==> config.mk <==
export PLATFORM = sky130hd
export DESIGN_NAME = clk_period_meter
export DESIGN_NICKNAME = d
export VERILOG_FILES = /design/src/rtl/clk_period_meter.sv
export SDC_FILE = /design/constraint.sdc
export NUM_CORES = 1
export LEC_CHECK = 0
export CORE_MARGIN = 2
export CORE_UTILIZATION = 40
export DETAILED_ROUTE_END_ITERATION = 8
export DONT_BUFFER_PORTS = 1
export PLACE_DENSITY_LB_ADDON = 0.08
export RECOVER_POWER = 100
export SETUP_SLACK_MARGIN = 0.4
export SLEW_MARGIN = 20
export SYNTH_ARGS = -nofsm -noshare
export SYNTH_HDL_FRONTEND = slang
export SYNTH_SLANG_ARGS = --single-unit
==> constraint.sdc <==
create_clock -name mclk -period 3.3 [get_ports mclk]
set_clock_uncertainty 0.1 [all_clocks]
set_input_delay 0.99 -clock mclk [delete_from_list [all_inputs] [get_ports mclk]]
set_output_delay 0.99 -clock mclk [all_outputs]
set_load 0.02 [all_outputs]
==> src/rtl/clk_period_meter.sv <==
// Period meter for a slow asynchronous clock, counted in mclk cycles.
// Reports each period, tracks lock over consecutive good periods, flags loss.
module clk_period_meter #(
   parameter int CNT_W      = 20,
   parameter int EXP_PERIOD = 2000,
   parameter int TOL        = 4,
   parameter int LOCK_N     = 4,
   parameter int TIMEOUT    = 4000
) (
   input  logic             mclk,
   input  logic             rst,
   input  logic             clkin,
   output logic [CNT_W-1:0] period,
   output logic             period_vld,
   output logic             locked,
   output logic             timeout,
   output logic [7:0]       err_cnt
);

   localparam int GW = $clog2(LOCK_N + 1);

   // Lower bound clamps at zero so a large TOL cannot wrap the window.
   localparam logic [CNT_W-1:0] LO =
      CNT_W'((EXP_PERIOD > TOL) ? (EXP_PERIOD - TOL) : 0);
   localparam logic [CNT_W-1:0] HI      = CNT_W'(EXP_PERIOD + TOL);
   localparam logic [CNT_W-1:0] TO_LAST = CNT_W'(TIMEOUT - 1);
   localparam logic [GW-1:0]    GMAX    = GW'(LOCK_N);

   typedef enum logic {
      IDLE,
      MEAS
   } state_t;

   state_t state;
   state_t state_nxt;

   logic s1;
   logic s2;
   logic s3;
   logic rise;

   logic [CNT_W-1:0] cnt;
   logic [CNT_W-1:0] cnt_d;
   logic [CNT_W-1:0] meas;
   logic [CNT_W-1:0] period_d;
   logic [GW-1:0]    good_cnt;
   logic [GW-1:0]    good_d;
   logic [GW-1:0]    good_inc;
   logic [7:0]       err_d;
   logic [7:0]       err_inc;
   logic             vld_d;
   logic             locked_d;
   logic             timeout_d;
   logic             in_tol;
   logic             to_hit;

   always_ff @(posedge mclk) begin
      if (rst) begin
         s1 <= 1'b0;
         s2 <= 1'b0;
         s3 <= 1'b0;
      end else begin
         s1 <= clkin;
         s2 <= s1;
         s3 <= s2;
      end
   end

   assign rise = s2 & ~s3;

   // The rise that ends a period lands on cnt == N-1.
   assign meas     = cnt + 1'b1;
   assign in_tol   = (meas >= LO) && (meas <= HI);
   assign to_hit   = (cnt == TO_LAST);
   assign good_inc = (good_cnt == GMAX) ? good_cnt : good_cnt + 1'b1;
   assign err_inc  = (err_cnt == 8'hFF) ? err_cnt : err_cnt + 8'd1;

   always_ff @(posedge mclk) begin
      if (rst) begin
         state <= IDLE;
      end else begin
         state <= state_nxt;
      end
   end

   always_comb begin
      state_nxt = state;
      unique case (state)
         IDLE: begin
            if (rise) begin
               state_nxt = MEAS;
            end
         end
         MEAS: begin
            if (!rise && to_hit) begin
               state_nxt = IDLE;
            end
         end
         default: state_nxt = IDLE;
      endcase
   end

   always_comb begin
      cnt_d     = cnt;
      period_d  = period;
      vld_d     = 1'b0;
      good_d    = good_cnt;
      locked_d  = locked;
      timeout_d = timeout;
      err_d     = err_cnt;
      unique case (state)
         IDLE: begin
            if (rise) begin
               cnt_d     = '0;
               timeout_d = 1'b0;
            end
         end
         MEAS: begin
            if (rise) begin
               // A rise on the timeout cycle still counts as a period.
               period_d = meas;
               vld_d    = 1'b1;
               cnt_d    = '0;
               if (in_tol) begin
                  good_d   = good_inc;
                  locked_d = (good_inc == GMAX);
               end else begin
                  good_d   = '0;
                  locked_d = 1'b0;
                  err_d    = err_inc;
               end
            end else if (to_hit) begin
               cnt_d     = '0;
               timeout_d = 1'b1;
               locked_d  = 1'b0;
               good_d    = '0;
               err_d     = err_inc;
            end else begin
               cnt_d = cnt + 1'b1;
            end
         end
         default: begin
            cnt_d = '0;
         end
      endcase
   end

   always_ff @(posedge mclk) begin
      if (rst) begin
         cnt        <= '0;
         period     <= '0;
         period_vld <= 1'b0;
         good_cnt   <= '0;
         locked     <= 1'b0;
         timeout    <= 1'b0;
         err_cnt    <= 8'd0;
      end else begin
         cnt        <= cnt_d;
         period     <= period_d;
         period_vld <= vld_d;
         good_cnt   <= good_d;
         locked     <= locked_d;
         timeout    <= timeout_d;
         err_cnt    <= err_d;
      end
   end

endmodule

==> run summary, run 1 <==
Die Area - 8820 um2
Die X - 93.9 um
Least-Margin Pin Slew - 1.47 ns
Synth unique cells - 56
Final setup vio count - 0
Crit path time final - 2.85 ns
Detailed-route wire length - 8400 um
Max_slew headroom - 2.20%
Sequential fraction of the synthesis area - 35.9%
Crit path kind - flip-flop to flip-flop
Final Max Slew Viols - 0
FF-to-FF End - err_cnt[6]$_SDFFE_PP0P_
Synthesized area - 3230 um2
Final total power - 1.42 mW
Diode count - 0
Core Region - 7770 um2
Worst setup path end - err_cnt[6]$_SDFFE_PP0P_
Worst path cell trace - clkbuf_1 -> nand2_1 -> nor4b_1 -> and4_1 -> o221a_2 -> nand2_1 -> nor4_1 -> mux2_1
CTS Buf Count - 9
Share of cells above drive strength 1 - 10.1%
Critical path launch point - cnt[4]$_SDFFE_PP0P_
Post-route ant nets - 0
Mean number of vias per cell - 5.73
FF+latch count, synth - 58
Final Hold Violating Endpoints - 0
Clock Path Buffers - 2
Area Overhead vs Synth - 6.27%
Most frequent cells in the layout - nor2_1, dfxtp_1, nand2_1, a21oi_1, o21ai_0
Arrival time worst endpoint - 2.97 ns
Synth Warn # - 0
Status - finished clean
RSZ-0062 raised after global routing - no
Pre-CTS worst setup slack - 0.335 ns
Most frequent CP cell - nand2_1
Layout Cells excl Fill - 497
Clock sinks - 58
Initial core utilization - 41.6%
RR Startpoint - cnt[4]$_SDFFE_PP0P_
Syn_nets - 416
FF-to-FF setup slack - 0.45 ns
Final setup TNS - 0 ns
Peak VDD IR - 0.179 mV
First-pass GRT wire length - 13900 um
CP max-delay cell - clkbuf_1
Skew-Pair Late Insertion Delay - 0.34 ns
Die Ht - 93.9 um
Post-synth ARST share - 0%
Ports - 34
Fin nets - 398
Port buffer count - 0
Commonest non-fill, non-tap cell in the layout - nor2_1
Per-cell routed wire length - 16.9 um
Crit path largest cell delay - 0.45 ns
Cell count after placement - 481
CP Capture Type - flip-flop
Final period util - 86.3%
Fmax achieved - 351 MHz
Reg2Reg Depth - 8
Setup bufs post-CTS - 0
Row count - 32
Initial antenna violation count - 0
Final WS setup - 0.451 ns
Synth Flop Type - dfxtp_1
Layout Utilization - 44.2%
EDFF count, synth - 0
CTS H-tree depth - 3
Max Cap Viol - 0
Hold Path Class - flip-flop to flip-flop
Synth Instances - 408
CTS tree - built
Drt pass-1 iters - 5
Pleak - 1.04 nW
Total GRT Usage - 20.2%
Routability Congestion - 0.873
Synth Area per Inst - 7.92 um2
Clock-pin slew on the worst setup and hold paths - 0.07 ns
Remaining DRCs - 0
Root buf cell - clkbuf_8
Hold depth - 1
Vias in the first global route - 2683
Detailed Place HPWL - 5750 um
WP data required - 3.42 ns
Largest net degree at the start of global routing - 61
Via count of the routed design - 2848
Maximum fanout along the worst path - 13
Congestion Overflow GR - 0
Pwr/cell area - 414 nW/um2
Initial DRC count - 168
Worst setup SP type - flip-flop
==> area by class of cell <==
class                   count  area, um2
fillers                   780       4330
multi-input cells         309       1890
flip-flops and latches     58       1170
clock buffers              11        141
well taps                 102        128
clock inverters             5       53.8
repair buffers              5       30.0
inverters                   7       26.3
==> per-layer routing <==
metal	wire (um)	track usage (%)	vias to the layer above
met5	0	0	-
met4	140	6.28	0
met3	357	5.30	14
met2	3730	30.4	61
met1	4170	28.3	1348
li1	-	-	1425
==> state kept, by name (all words and copies together), names as in the netlist, 3 cells and up <==
name and flops:
cnt 20, period 20, err_cnt 8, good_cnt 3
==> where the power goes <==
part | total, mW | internal [mW] | switching [mW]
combinational | 0.0448 | 0.0146 | 0.0302
clock | 0.662 | 0.367 | 0.295
sequential | 0.716 | 0.706 | 0.00973
==> how the worst min path moves through the flow <==
stage	start	end	slack (ns)
after floorplan	s1$_SDFF_PP0_	s2$_SDFF_PP0_	0.31
after global placement	s1$_SDFF_PP0_	s2$_SDFF_PP0_	0.33
after detailed placement	s1$_SDFF_PP0_	s2$_SDFF_PP0_	0.33
after CTS	s1$_SDFF_PP0_	s2$_SDFF_PP0_	0.35
after global routing	s1$_SDFF_PP0_	s2$_SDFF_PP0_	0.38
final	s1$_SDFF_PP0_	s2$_SDFF_PP0_	0.35
==> cell usage after synthesis (2+ instances only) <==
master     n  area share (%)
mux2i_1    2            0.62
xnor2_1   10             2.7
a211o_1    2            0.54
buf_2     13             2.0
nor2b_1   11             2.1
o21ai_0   16             2.5
nor3b_1    2            0.46
a22oi_1    4            0.93
a21oi_1   28             4.3
nand4b_1   2            0.54
inv_1      7            0.81
dfxtp_1   58              36
a31oi_1    2            0.39
and3_1     3            0.58
clkbuf_1  17             2.0
and4_1     3            0.81
mux2_1     2            0.70
o21ai_1    6            0.93
nor2_1    60             7.0
nor4_1     6             1.2
nor3_1    14             2.2
xor2_1     9             2.4
a211oi_1  17             3.9
nand2_1   31             3.6
or3_1     12             2.3
o21a_1     2            0.46
nor4_2     5             1.9
ha_1       5             1.9
nand3_2    3            0.93
nand3_1   11             1.7
nand2b_1   5            0.97
o211ai_1   3            0.70
nand4_1    9             1.7
buf_4      3            0.70
a21o_1     4            0.93
==> through the flow <==
step	hold slack (ns)	instance area [um2]
CTS	0.352	3430
global placement	0.329	3240
detailed placement	0.326	3240
floorplan	0.314	3230
global route	0.378	3440
finish	0.347	3440
==> repair_timing <==
action                     in CTS  in global routing
hold buffers                    0                  0
resized for setup               1                  6
setup endpoints to repair       3                  4
==> worst max-delay path: cells and delay by family (launching register included) <==
kind,cells,cell delay [ns]
buf+inv,1,0.45
mux,1,0.36
flops,1,0.40
simple gates,5,1.15
compound gates,1,0.27
==> logic make-up (layout without fill, tap and decap cells) <==
logic type      Yosys count  after routing  synth area share, %
fa+ha+maj                 5              5                 1.93
flops                    58             58                 35.9
compound gates           95             95                 18.8
simple gates            185            185                 30.6
mux                       5              5                 1.78
xor+xnor                 19             19                 5.15
buf+inv                  41             28                 5.84
No activity file was read; power rests on OpenSTA's default activity.
==> run 2, diff against run 1 <==
GPL_TIMING_DRIVEN = 0   (was not set)
SKIP_CTS_REPAIR_TIMING = 1   (was not set)
==> run 2 against run 1 <==
Register-to-register slack got worse by 0.08 ns; routed wire length increased by 7.4%; design area increased by 3.0%; count of clock-buffer cells in the layout decreased by 1; critical path depth increased by 1; critical path type unchanged; critical endpoint unchanged; power decreased by 5.7%; sequential share of layout area decreased by 1.1 points; combinational power increased by 40%; clock power decreased by 15%.
==> run summary, run 2 (synthesis gave the netlist of run 1 again) <==
Status - finished clean (unchanged)
Die X - 93.9 um (unchanged)
Clock Path Buffers - 2 (unchanged)
Final WS setup - 0.373 ns (was 0.451 ns)
Initial DRC count - 216 (was 168)
Critical path's top delay family - simple AND/OR/NAND/NOR gates (unchanged)
Die Area - 8820 um2 (unchanged)
Clock-pin slew on the worst setup and hold paths - 0.07 ns (about the same)
Max_slew headroom - 59.1% (was 2.20%)
Critical path launch point - cnt[0]$_SDFFE_PP0P_ (was cnt[4]$_SDFFE_PP0P_)
Final Hold Violating Endpoints - 0 (unchanged)
Routability Congestion - 0.964 (was 0.873)
Mean number of vias per cell - 5.59 (was 5.73)
Via count of the routed design - 2944 (was 2848)
Fin nets - 429 (was 398)
Post-route cell area - 3540 um2 (was 3440 um2)
Drt pass-1 iters - 4 (was 5)
Vias in the first global route - 2712 (was 2683)
Worst path cell trace - clkbuf_1 -> and4_1 -> clkbuf_1 -> nand2_1 -> o32a_1 -> a21oi_1 -> and4_4 -> nor4_1 -> mux2_1 (was clkbuf_1 -> nand2_1 -> nor4b_1 -> and4_1 -> o221a_2 -> nand2_1 -> nor4_1 -> mux2_1)
CTS H-tree depth - 3 (unchanged)
CTS Buf Count - 9 (unchanged)
Port buffer count - 0 (unchanged)
Crit path kind - flip-flop to flip-flop (unchanged)
Diode count - 0 (unchanged)
Levels on crit path - 9 (was 8)
Root buf cell - clkbuf_8 (unchanged)
Pleak - 1.12 nW (was 1.04 nW)
Worst setup SP type - flip-flop (unchanged)
Fmax achieved - 342 MHz (was 351 MHz)
Final setup vio count - 0 (unchanged)
Pwr/cell area - 379 nW/um2 (was 414 nW/um2)
Final period util - 88.7% (was 86.3%)
Dpl cell area - 3360 um2 (was 3240 um2)
Peak VDD IR - 0.280 mV (was 0.179 mV)
Crit path buffers/inverters - 2 (was 1)
Post-route ant nets - 0 (unchanged)
Initial antenna violation count - 0 (unchanged)
Max Cap Viol - 0 (unchanged)
Maximum fanout along the worst path - 10 (was 13)
Final setup TNS - 0 ns (unchanged)
Sequential Area - 1160 um2 (was 1170 um2)
FF-to-FF End - err_cnt[6]$_SDFFE_PP0P_ (unchanged)
Total GRT Usage - 21.9% (was 20.2%)
CP max-delay cell - clkbuf_1 (unchanged)
RR Startpoint - cnt[0]$_SDFFE_PP0P_ (was cnt[4]$_SDFFE_PP0P_)
Ports - 34 (unchanged)
WP data required - 3.44 ns (was 3.42 ns)
First-pass GRT wire length - 14600 um (was 13900 um)
Congestion Overflow GR - 0 (unchanged)
Per-cell routed wire length - 17.1 um (was 16.9 um)
Crit path largest cell delay - 0.38 ns (was 0.45 ns)
Layout Utilization - 45.6% (was 44.2%)
Row count - 32 (unchanged)
Reg2Reg Depth - 9 (was 8)
FILL cells - 804 (was 780)
Clock sinks - 58 (unchanged)
Pre-CTS worst setup slack - 0.337 ns (was 0.335 ns)
Initial core utilization - 41.6% (unchanged)
Area Overhead vs Synth - 9.44% (was 6.27%)
Hold Path Class - flip-flop to flip-flop (unchanged)
CTS tree - built (unchanged)
Commonest non-fill, non-tap cell in the layout - nor2_1 (unchanged)
Share of cells above drive strength 1 - 11.8% (was 10.1%)
Final Max Slew Viols - 0 (unchanged)
Least-Margin Pin Slew - 0.613 ns (was 1.47 ns)
Core Region - 7770 um2 (unchanged)
Skew-Pair Late Insertion Delay - 0.35 ns (was 0.34 ns)
Largest regs - cnt x20, period x20, err_cnt x8 (unchanged)
Multi-input gate area - 1890 um2 (about the same)
Largest net degree at the start of global routing - 11 (was 61)
Detailed-route wire length - 9020 um (was 8400 um)
Die Ht - 93.9 um (unchanged)
Worst setup path end - err_cnt[6]$_SDFFE_PP0P_ (unchanged)
Most frequent CP cell - clkbuf_1 (was nand2_1)
Most frequent cells in the layout - nor2_1, dfxtp_1, nand2_1, a21oi_1, clkbuf_1 (was nor2_1, dfxtp_1, nand2_1, a21oi_1, o21ai_0)
Hold_ws - 0.340 ns (was 0.347 ns)
Remaining DRCs - 0 (unchanged)
RSZ-0062 raised after global routing - no (unchanged)
Detailed Place HPWL - 6610 um (was 5750 um)
Crit path time final - 2.93 ns (was 2.85 ns)
FF-to-FF setup slack - 0.37 ns (was 0.45 ns)
Arrival time worst endpoint - 3.07 ns (was 2.97 ns)
CP Capture Type - flip-flop (unchanged)
==> run 2: where the power goes <==
group / leakage (nW) / switching [mW] / internal (mW)
Sequential: 0.469 / 0.00806 / 0.706
Clock: 0.0742 / 0.299 / 0.265
Combinational: 0.575 / 0.0466 / 0.0161
==> run 2: worst register-to-register path: stages, from the launching register on <==
cell and delay [ns]:
dfxtp_1 0.36, clkbuf_1 0.38, and4_1 0.25, clkbuf_1 0.26
nand2_1 0.24, o32a_1 0.33, a21oi_1 0.20, and4_4 0.30
nor4_1 0.08, mux2_1 0.31
==> run 2: final cells by class <==
type	count	area share, %
multi-input cells	309	53.3
clock buffers	10	3.61
well taps	102	3.61
repair buffers	2	0.424
flip-flops and latches	58	32.8
plain buffers	34	4.53
clock inverters	5	0.919
inverters	7	0.743
==> run 2: per-layer routing <==
metal  wire, um  GRT usage, %  vias up
met5          0             0        -
met4        167          9.90        0
met3        512          3.37       13
met2       3780          31.5       81
met1       4560          31.8     1373
li1           -             -     1477
==> run 2: through the flow <==
step	std cells	total power, mW
after floorplan	408	0.771
after global placement	510	0.794
after detailed placement	510	0.794
after CTS	525	1.36
after global routing	527	1.39
final	527	1.34
==> run 2: worst min path at each step <==
stage	startpoint	endpoint	slack (ns)	cells after the start
final	s1$_SDFF_PP0_	s2$_SDFF_PP0_	0.34	1
after global routing	s1$_SDFF_PP0_	s2$_SDFF_PP0_	0.36	1
after global placement	s1$_SDFF_PP0_	s2$_SDFF_PP0_	0.32	1
after detailed placement	s1$_SDFF_PP0_	s2$_SDFF_PP0_	0.33	1
after CTS	s1$_SDFF_PP0_	s2$_SDFF_PP0_	0.34	1
after floorplan	s1$_SDFF_PP0_	s2$_SDFF_PP0_	0.31	1
